==> config.mk <==
export PLATFORM = sky130hd
export DESIGN_NAME = dds_note_sequencer_flat
export DESIGN_NICKNAME = d
export VERILOG_FILES = /design/src/rtl/dds_note_sequencer_if.sv /design/src/rtl/dds_note_sequencer.sv /design/src/flat_wrapper.sv
export SDC_FILE = /design/constraint.sdc
export NUM_CORES = 1
export LEC_CHECK = 0
export ABC_AREA = 1
export CORE_ASPECT_RATIO = 0.6
export CORE_MARGIN = 2
export CORE_UTILIZATION = 45
export CTS_CLUSTER_DIAMETER = 30
export DETAILED_ROUTE_END_ITERATION = 8
export GPL_TIMING_DRIVEN = 0
export PLACE_DENSITY = 0.79
export SETUP_SLACK_MARGIN = 0.1
export SYNTH_ARGS = -nofsm -noshare
export SYNTH_HDL_FRONTEND = slang
export SYNTH_SLANG_ARGS = --single-unit
export TNS_END_PERCENT = 1
==> constraint.sdc <==
create_clock -name clk -period 1.75 [get_ports clk]
set_input_delay 0.525 -clock clk [delete_from_list [all_inputs] [get_ports clk]]
set_output_delay 0.525 -clock clk [all_outputs]
set_load 0.02 [all_outputs]
==> src/rtl/dds_note_sequencer_if.sv <==
// Note request channel between the melody/score logic and the note sequencer.
// The score logic is the master; the sequencer is the slave.
interface dds_note_sequencer_if;
   logic        note_valid;
   logic        note_ready;
   logic [21:0] note_k;      // phase increment {12b int, 10b frac}
   logic [15:0] note_dur;    // length in ticks, 0 = discard

   modport master (output note_valid, output note_k, output note_dur, input note_ready);
   modport slave  (input note_valid, input note_k, input note_dur, output note_ready);
endinterface

==> src/rtl/dds_note_sequencer.sv <==
// Note sequencer for the dds tone generator: one-deep note buffer, sampling
// pulse divider, duration counting in ticks of TICK_SAMPLES pulses, and
// gating of dds samples to silence between notes.
module dds_note_sequencer #(
   parameter int CLK_DIV      = 2083,
   parameter int TICK_SAMPLES = 48
) (
   input  logic                        clk,
   input  logic                        reset,
   input  logic                        play_en,
   dds_note_sequencer_if.slave         note,
   output logic                        sampling_pulse,
   output logic [21:0]                 k,
   input  logic                        dds_sample_ready,
   input  logic [15:0]                 dds_sample,
   output logic                        audio_valid,
   output logic [15:0]                 audio_sample,
   output logic                        note_done,
   output logic                        busy
);
   localparam int DW = (CLK_DIV > 1) ? $clog2(CLK_DIV) : 1;
   localparam int CW = (TICK_SAMPLES > 1) ? $clog2(TICK_SAMPLES) : 1;
   localparam logic [DW-1:0] DIV_LAST = DW'(CLK_DIV - 1);
   localparam logic [CW-1:0] CNT_LAST = CW'(TICK_SAMPLES - 1);

   typedef enum logic {IDLE = 1'b0, PLAY = 1'b1} state_t;

   state_t        state;
   logic [DW-1:0] divider;
   logic [CW-1:0] sample_cnt;
   logic [15:0]   rem;
   logic          pend_valid;
   logic [21:0]   pend_k;
   logic [15:0]   pend_dur;

   logic accept, tick, wrap, note_end, load;

   // Pulse is qualified by play_en so a pause parked on the last count
   // neither repeats nor drops the pulse.
   assign sampling_pulse  = play_en && (divider == DIV_LAST);
   assign accept          = note.note_valid && note.note_ready;
   assign tick            = (state == PLAY) && sampling_pulse;
   assign wrap            = tick && (sample_cnt == CNT_LAST);
   assign note_end        = wrap && (rem == 16'd1);
   // Pending note moves to the player when idle, or back-to-back at note end.
   assign load            = pend_valid && ((state == IDLE) || note_end);
   assign note.note_ready = !pend_valid;
   assign busy            = (state == PLAY) || pend_valid;

   // Free-running sample-rate divider, frozen while paused.
   always_ff @(posedge clk) begin
      if (!reset)
         divider <= '0;
      else if (play_en)
         divider <= (divider == DIV_LAST) ? '0 : divider + 1'b1;
   end

   // Pending buffer plus IDLE/PLAY player with duration counting.
   always_ff @(posedge clk) begin
      if (!reset) begin
         state      <= IDLE;
         pend_valid <= 1'b0;
         pend_k     <= '0;
         pend_dur   <= '0;
         sample_cnt <= '0;
         rem        <= '0;
         k          <= '0;
         note_done  <= 1'b0;
      end else begin
         note_done <= 1'b0;

         // Zero-length requests are consumed but never buffered.
         if (load)
            pend_valid <= 1'b0;
         else if (accept && (note.note_dur != 16'd0)) begin
            pend_valid <= 1'b1;
            pend_k     <= note.note_k;
            pend_dur   <= note.note_dur;
         end

         case (state)
            IDLE: begin
               if (pend_valid) begin
                  k          <= pend_k;
                  rem        <= pend_dur;
                  sample_cnt <= '0;
                  state      <= PLAY;
               end
            end
            PLAY: begin
               if (wrap) begin
                  sample_cnt <= '0;
                  if (rem == 16'd1) begin
                     note_done <= 1'b1;
                     if (pend_valid) begin
                        k   <= pend_k;
                        rem <= pend_dur;
                     end else begin
                        k     <= '0;
                        rem   <= '0;
                        state <= IDLE;
                     end
                  end else
                     rem <= rem - 16'd1;
               end else if (tick)
                  sample_cnt <= sample_cnt + 1'b1;
            end
            default: state <= IDLE;
         endcase
      end
   end

   // Forward dds samples, muted when no note is playing.
   always_ff @(posedge clk) begin
      if (!reset) begin
         audio_valid  <= 1'b0;
         audio_sample <= '0;
      end else begin
         audio_valid <= dds_sample_ready;
         if (dds_sample_ready)
            audio_sample <= (state == PLAY) ? dds_sample : 16'd0;
      end
   end
endmodule

==> src/flat_wrapper.sv <==
// flat-port wrapper written by rule: the top's interface ports become plain ports
module dds_note_sequencer_flat 
#(
   parameter int CLK_DIV      = 2083,
   parameter int TICK_SAMPLES = 48
)
  (clk, reset, play_en, sampling_pulse, k, dds_sample_ready, dds_sample, audio_valid, audio_sample, note_done, busy, note_note_valid, note_note_k, note_note_dur, note_note_ready);
  dds_note_sequencer_if note_i ();
  input  logic clk;
  input  logic reset;
  input  logic play_en;
  output logic sampling_pulse;
  output logic [21:0] k;
  input  logic dds_sample_ready;
  input  logic [15:0] dds_sample;
  output logic audio_valid;
  output logic [15:0] audio_sample;
  output logic note_done;
  output logic busy;
  input wire logic [$bits(note_i.note_valid)-1:0] note_note_valid;
  input wire logic [$bits(note_i.note_k)-1:0] note_note_k;
  input wire logic [$bits(note_i.note_dur)-1:0] note_note_dur;
  output wire logic [$bits(note_i.note_ready)-1:0] note_note_ready;
  assign note_i.note_valid = note_note_valid;
  assign note_i.note_k = note_note_k;
  assign note_i.note_dur = note_note_dur;
  assign note_note_ready = note_i.note_ready;
  dds_note_sequencer #(.CLK_DIV(CLK_DIV), .TICK_SAMPLES(TICK_SAMPLES)) u_core (.clk(clk), .reset(reset), .play_en(play_en), .note(note_i), .sampling_pulse(sampling_pulse), .k(k), .dds_sample_ready(dds_sample_ready), .dds_sample(dds_sample), .audio_valid(audio_valid), .audio_sample(audio_sample), .note_done(note_done), .busy(busy));
endmodule
==> flow_summary.yaml, run 1 <==
cts:
  cts.sinks: 114
  cts_max_path_buffers: 2
  cts_buffers: 17
  clkTransAtPathRegs_ns: 0.06
  cts.htree.levels: 4
  clk-insertion-delay-late_ns: 0.41
  clockRootBuffer: "clkbuf_16"
  holdBufCountCts: 0
  cts_tree: "built"
placed_design:
  hpwl_um: 10400
  dpl_worst_slack_ns: -1.02
  gp_congestion: 0.866
  portBuffers: 100
  dp.cells: 1004
detailed_routing:
  via_count: 5372
  viasPerCell: 5.16
  wire_per_inst_um: 14.3
  routed_wl_um: 14900
  drc_errors: 0
  firstDrtPassIters: 5
  drtIter0Drc: 491
  ant_nets: 0
cells_and_area:
  drive_gt1_share_pct: 13.2
  syn_to_final_growth_pct: 38.7
  instances_no_fill: 1041
  fin_nets: 932
  antenna_cells: 0
synthesis:
  yosys.area_share.simple_pct: 26.3
  ys_seq_area_share_pct: 43.4
  synth_xor_area_share_pct: 1.67
  ys_warn_count: 0
  synthCells: 744
  syn-num-nets: 808
  synth_flop_cell: "dfxtp_1"
  synth_compound_area_share_pct: 17.3
  syn_area_um2: 5250
  synth_top_family_by_area: "simple AND/OR/NAND/NOR gates"
  synthMuxAreaShare_pct: 0
  synth_edf_count: 0
  async_flop_share_pct: 0
  synth_fa_ha_area_share_pct: 1.19
  synth.avg_cell_area_um2: 7.06
  synth_cell_type_count: 32
  synth_seq_cells: 114
setup_path:
  cp_data_required_time_ns: 1.22
  critical_path_arrival_ns: 1.37
  worstSetupEndpointType: "output port"
  crit_fanout: 4
  r2r_setup_slack_ns: 0
  cp-start-kind: "flip-flop"
  crit_type: "reg -> out"
timing:
  rsz0062_at_grt: "true"
  fin_crit_ns: 1.89
  period_share_pct: 108
  fin_ws_ns: -0.143
  worst_pin_slew_ns: 0.495
  setup_viol: 5
  hold_viol_final: 0
  maxSlewViolCount: 0
  fmax_ghz: 0.528
  relSlewSlack_pct: 67.0
  clock_skew_ns: 0.0110
power_and_ir_drop:
  power_leakage_nw: 3.12
  p_per_area_nw_per_um2: 1090
  power_mw: 7.96
  ir_worst_vdd_uv: 691
floorplan:
  die_height_um: 87.7
  dieArea_um2: 12600
  ios: 102
  rows: 30
  start_util_pct: 46.3
  coreArea_um2: 11300
  die_x_um: 143
grt:
  grt-ovfl-total: 0
  grt_use_total_pct: 24.1
  antenna_found_initial: 0
  grt_pass1_vias: 4636
  grt_pass1_wl_um: 23500
  grt_max_degree: 17
job:
  cap_violations: 0
run_status:
  violations: "negative setup slack"
  status: "complete, but fails checks"
worst_hold_path:
  hold_class: "reg -> reg"
## path summary, 6_finish.rpt
kind / end / from / depth (start not counted)
setup / recovery: sampling_pulse / u_core.divider[5]$_SDFFE_PN0P_ / 7
hold / removal: u_core.pend_k[5]$_SDFFE_PN0P_ / u_core.pend_k[5]$_SDFFE_PN0P_ / 2
setup reg to reg: u_core.rem[5]$_SDFFE_PN0P_ / u_core.divider[5]$_SDFFE_PN0P_ / 10
hold reg to reg: u_core.pend_k[5]$_SDFFE_PN0P_ / u_core.pend_k[5]$_SDFFE_PN0P_ / 2
## where the power goes
| part | switching, mW | internal (mW) | leakage, nW |
|---|---|---|---|
| sequential | 0.117 | 2.77 | 0.938 |
| combinational | 0.899 | 0.608 | 1.88 |
| clock | 1.24 | 2.33 | 0.298 |
| total | 2.25 | 5.70 | 3.12 |
## through the flow
| stage | util [%] | setup TNS, ns | hold slack (ns) | instance area, um^2 |
|---|---|---|---|---|
| after floorplan | - | 0 | 0.424 | 5250 |
| after global placement | 56.9 | -61.73 | 0.437 | 6450 |
| after detailed placement | 56.9 | -62.21 | 0.445 | 6450 |
| after CTS | 63.2 | -0.333 | 0.453 | 7160 |
| after global routing | 64.3 | -3.79 | 0.463 | 7290 |
| final | 64.3 | -0.301 | 0.456 | 7290 |
## cell usage after synthesis, types with 6 or more instances
cell	count	area (um^2)
nand4_1	7	43.8
buf_2	6	30.0
nor3_1	9	45.0
nand3_1	71	355
o21ai_1	8	40.0
inv_1	80	300
nor2_1	85	319
a21oi_1	114	571
clkbuf_1	23	86.3
o21ai_0	54	270
nand2_1	127	477
dfxtp_1	114	2280
## routing by layer
layer	up-vias	GRT usage [%]	part of all wire (%)
li1	2678	-	-
met1	2446	36.6	50
met2	232	33.2	40
met3	16	6.78	9.3
met4	0	6.06	0.84
met5	-	0	0
## sequential cells by signal (all words and copies together) (netlist names)
register             flops
u_core.pend_dur         16
u_core.pend_k           22
u_core.audio_valid       1
u_core.k                22
u_core.rem              16
u_core.note_done         1
u_core.divider          12
u_core.sample_cnt        6
u_core.pend_valid        1
u_core.state             1
u_core.audio_sample     16
## layout make-up
type,instances,area (um^2)
Tap cell,160,200
Buffer,39,312
Inverter,82,314
Fill cell,991,4050
Multi-Input combinational cell,509,2550
Timing Repair Buffer,105,995
Clock inverter,11,151
Sequential cell,114,2300
Clock buffer,21,460
## timing repair
action	4_1_cts	5_1_grt
endpoints found under the setup margin	141	96
pin swaps	13	10
buffers inserted	3	2
resized for setup	112	48
gates cloned	0	0
## kinds of logic (layout without fill, tap and decap cells)
| kind of cell | count (synthesis) | count (layout) |
|---|---|---|
| AND/OR/NAND/NOR | 314 | 314 |
| XOR/XNOR | 10 | 10 |
| flip-flops | 114 | 114 |
| buffers and inverters | 121 | 258 |
| adder cells (fa/ha/maj) | 5 | 5 |
| AO/OA/AOI/OAI | 180 | 180 |
## worst max-delay path: stages (launching register included)
cell	delay, ns
dfxtp_2	0.35
inv_2	0.05
nor2_2	0.14
nand2_2	0.09
nor2_4	0.11
nand2_2	0.07
inv_2	0.05
buf_6	0.10
## cells in the final DEF, fill, tap and decap left out, types with 3 or more instances in the layout
cell type	count
a21oi_1	113
buf_2	4
buf_4	8
buf_6	9
buf_8	6
bufinv_16	3
clkbuf_1	13
clkbuf_16	18
clkbuf_2	4
clkbuf_4	3
clkdlybuf4s15_1	5
clkdlybuf4s50_1	55
dfxtp_1	103
dfxtp_2	9
dlygate4sd2_1	35
ha_1	3
inv_1	75
inv_2	4
inv_6	3
nand2_1	121
nand2_2	6
nand2_4	4
nand3_1	70
nand4_1	7
nor2_1	72
nor2_2	12
nor2_4	4
nor3_1	9
nor3b_1	3
o21ai_0	54
o21ai_1	8
xnor2_1	5
xor2_1	5
No activity file was read; power rests on OpenSTA's default activity.
==> run 2: changes to the inputs <==
--- a/config.mk
+++ b/config.mk
@@ -6,10 +6,11 @@
 export NUM_CORES = 1
 export LEC_CHECK = 0
 export ABC_AREA = 1
-export CORE_ASPECT_RATIO = 0.6
+export CORE_ASPECT_RATIO = 0.7
 export CORE_MARGIN = 2
 export CORE_UTILIZATION = 45
 export CTS_CLUSTER_DIAMETER = 30
+export CTS_CLUSTER_SIZE = 8
 export DETAILED_ROUTE_END_ITERATION = 8
 export GPL_TIMING_DRIVEN = 0
 export PLACE_DENSITY = 0.79
==> flow_summary.yaml, run 2 (synthesis results as in run 1) <==
run_status:
  status: "complete, but fails checks"
  violations: "negative setup slack"
power_and_ir_drop:
  power_leakage_nw: 3.11
  p_seq_share_pct: 36.9
  p_per_area_nw_per_um2: 1080
  power_mw: 7.82
  p_int_mw: 5.59
  combinationalPowerShare_pct: 19.6
  swShare_pct: 28.6
  ir_worst_vdd_uv: 827
  p_clk_share_pct: 43.5
  p_sw_mw: 2.24
timing:
  clock_skew_ns: 0.00852
  fin_tns_setup_ns: -1.52
  fmax_ghz: 0.533
  period_share_pct: 107
  fin_crit_ns: 1.88
  fin_ws_ns: -0.127
  rsz0062_at_grt: "true"
  setup_viol: 35
  relSlewSlack_pct: 66.0
  maxSlewViolCount: 0
  whs_ns: 0.400
  hold_viol_final: 0
  worst_pin_slew_ns: 0.510
cells_and_area:
  fin_nets: 933
  multiInputGateArea_um2: 2580
  fillerInstances: 963
  layout.cells.most_common_list: "121 x nand2_1, 112 x a21oi_1, 103 x dfxtp_1"
  antenna_cells: 0
  post-route-util_pct: 64.8
  syn_to_final_growth_pct: 38.2
  instances_no_fill: 1033
  final_area_um2: 7260
  top_regs: "u_core.k x22, u_core.pend_k x22"
  regArea_um2: 2300
  final_common_cell: "nand2_1"
  drive_gt1_share_pct: 13.4
grt:
  grt_max_degree: 17
  antenna_found_initial: 0
  grt-ovfl-total: 0
  grt_pass1_vias: 4904
  grt_pass1_wl_um: 23900
  grt_use_total_pct: 24.1
cts:
  cts.sinks: 114
  clk-insertion-delay-late_ns: 0.42
  holdBufCountCts: 0
  cts_max_path_buffers: 2
  cts.htree.levels: 4
  clkTransAtPathRegs_ns: 0.05
  clockRootBuffer: "clkbuf_16"
  cts_tree: "built"
  cts_buffers: 17
detailed_routing:
  drc_errors: 0
  routed_wl_um: 15000
  viasPerCell: 5.27
  wl_met2_um: 6210
  wl_met3_um: 1310
  highest_layer: "met4"
  firstDrtPassIters: 5
  wire_per_inst_um: 14.6
  via_count: 5448
  ant_nets: 0
  drtIter0Drc: 487
  wl_met1_um: 7290
setup_path:
  cp-start-kind: "flip-flop"
  crit_path_top_delay_cell: "dfxtp_4"
  worstPathCellList: "inv_4 -> ha_4 -> nand2_4 -> nor2_4 -> nand2_2 -> inv_2 -> buf_6"
  crit_fanout: 4
  crit_type: "reg -> out"
  cp_slowest_stage_delay_ns: 0.36
  critical_path_arrival_ns: 1.35
  cp_data_required_time_ns: 1.22
  worstSetupEndpointType: "output port"
floorplan:
  die_height_um: 94.4
  ios: 102
  dieArea_um2: 12600
  coreArea_um2: 11200
  start_util_pct: 46.9
  die_x_um: 133
  rows: 32
placed_design:
  dpl_worst_slack_ns: -1.05
  placed_area_um2: 6450
  gp_congestion: 0.830
  dp.cells: 997
  portBuffers: 100
  hpwl_um: 10100
job:
  cap_violations: 0
worst_hold_path:
  hold_class: "in -> reg"
[run 2: critical path: cells and delay by family, from the launching register on]
kind	cells	cell delay [ns]
adder cells (fa/ha/maj)	1	0.13
AND/OR/NAND/NOR	3	0.24
buffers and inverters	3	0.21
flip-flops	1	0.36
[run 2: worst paths after layout]
| kind | slack, ns | cells after the start | end | from |
|---|---|---|---|---|
| worst max register to register | -0.07 | 12 | u_core.k[2]$_SDFFE_PN0P_ | u_core.divider[0]$_SDFFE_PN0P_ |
| worst max-delay path | -0.13 | 7 | sampling_pulse | u_core.divider[0]$_SDFFE_PN0P_ |
| worst min-delay path | 0.40 | 2 | u_core.divider[1]$_SDFFE_PN0P_ | play_en |
| worst min register to register | 0.45 | 2 | u_core.pend_dur[14]$_SDFFE_PN0P_ | u_core.pend_dur[14]$_SDFFE_PN0P_ |
[run 2: power by group through the flow]
stage                     combinational (mW)  clock, mW  sequential [mW]
after CTS                               1.47       3.42             2.88
after global routing                    1.69       3.55             2.90
after detailed placement                1.40          0             2.92
after global placement                  1.39          0             2.92
final                                   1.53       3.41             2.89
after floorplan                        0.916          0             2.93
[run 2: per-layer routing]
metal  track usage (%)  vias up
met3              5.05       28
met2              36.1      253
met1              34.3     2480
li1                  -     2687
met4              9.31        0
met5                 0        -
[run 2: area by class of cell]
class	instances	share of cell area (%)
Inverter	82	4.36
Buffer	39	4.08
Timing Repair Buffer	106	13.8
Tap cell	153	2.64
Multi-Input combinational cell	509	35.5
Clock inverter	11	1.93
Clock buffer	19	5.96
Sequential cell	114	31.7
[run 2: what timing repair did]
item / 4_1_cts / 5_1_grt
pin swaps: 13 / 11
endpoints found under the setup margin: 139 / 92
gates resized for setup: 119 / 40
buffers inserted: 3 / 3
==> run 3: changes to the inputs <==
--- a/config.mk
+++ b/config.mk
@@ -12,6 +12,7 @@
 export CTS_CLUSTER_DIAMETER = 30
 export CTS_CLUSTER_SIZE = 8
 export DETAILED_ROUTE_END_ITERATION = 8
+export GPL_ROUTABILITY_DRIVEN = 0
 export GPL_TIMING_DRIVEN = 0
 export PLACE_DENSITY = 0.79
 export SETUP_SLACK_MARGIN = 0.1
==> results of run 3 <==
Same layout as run 2: the final DEF is identical, and so are final timing and power.
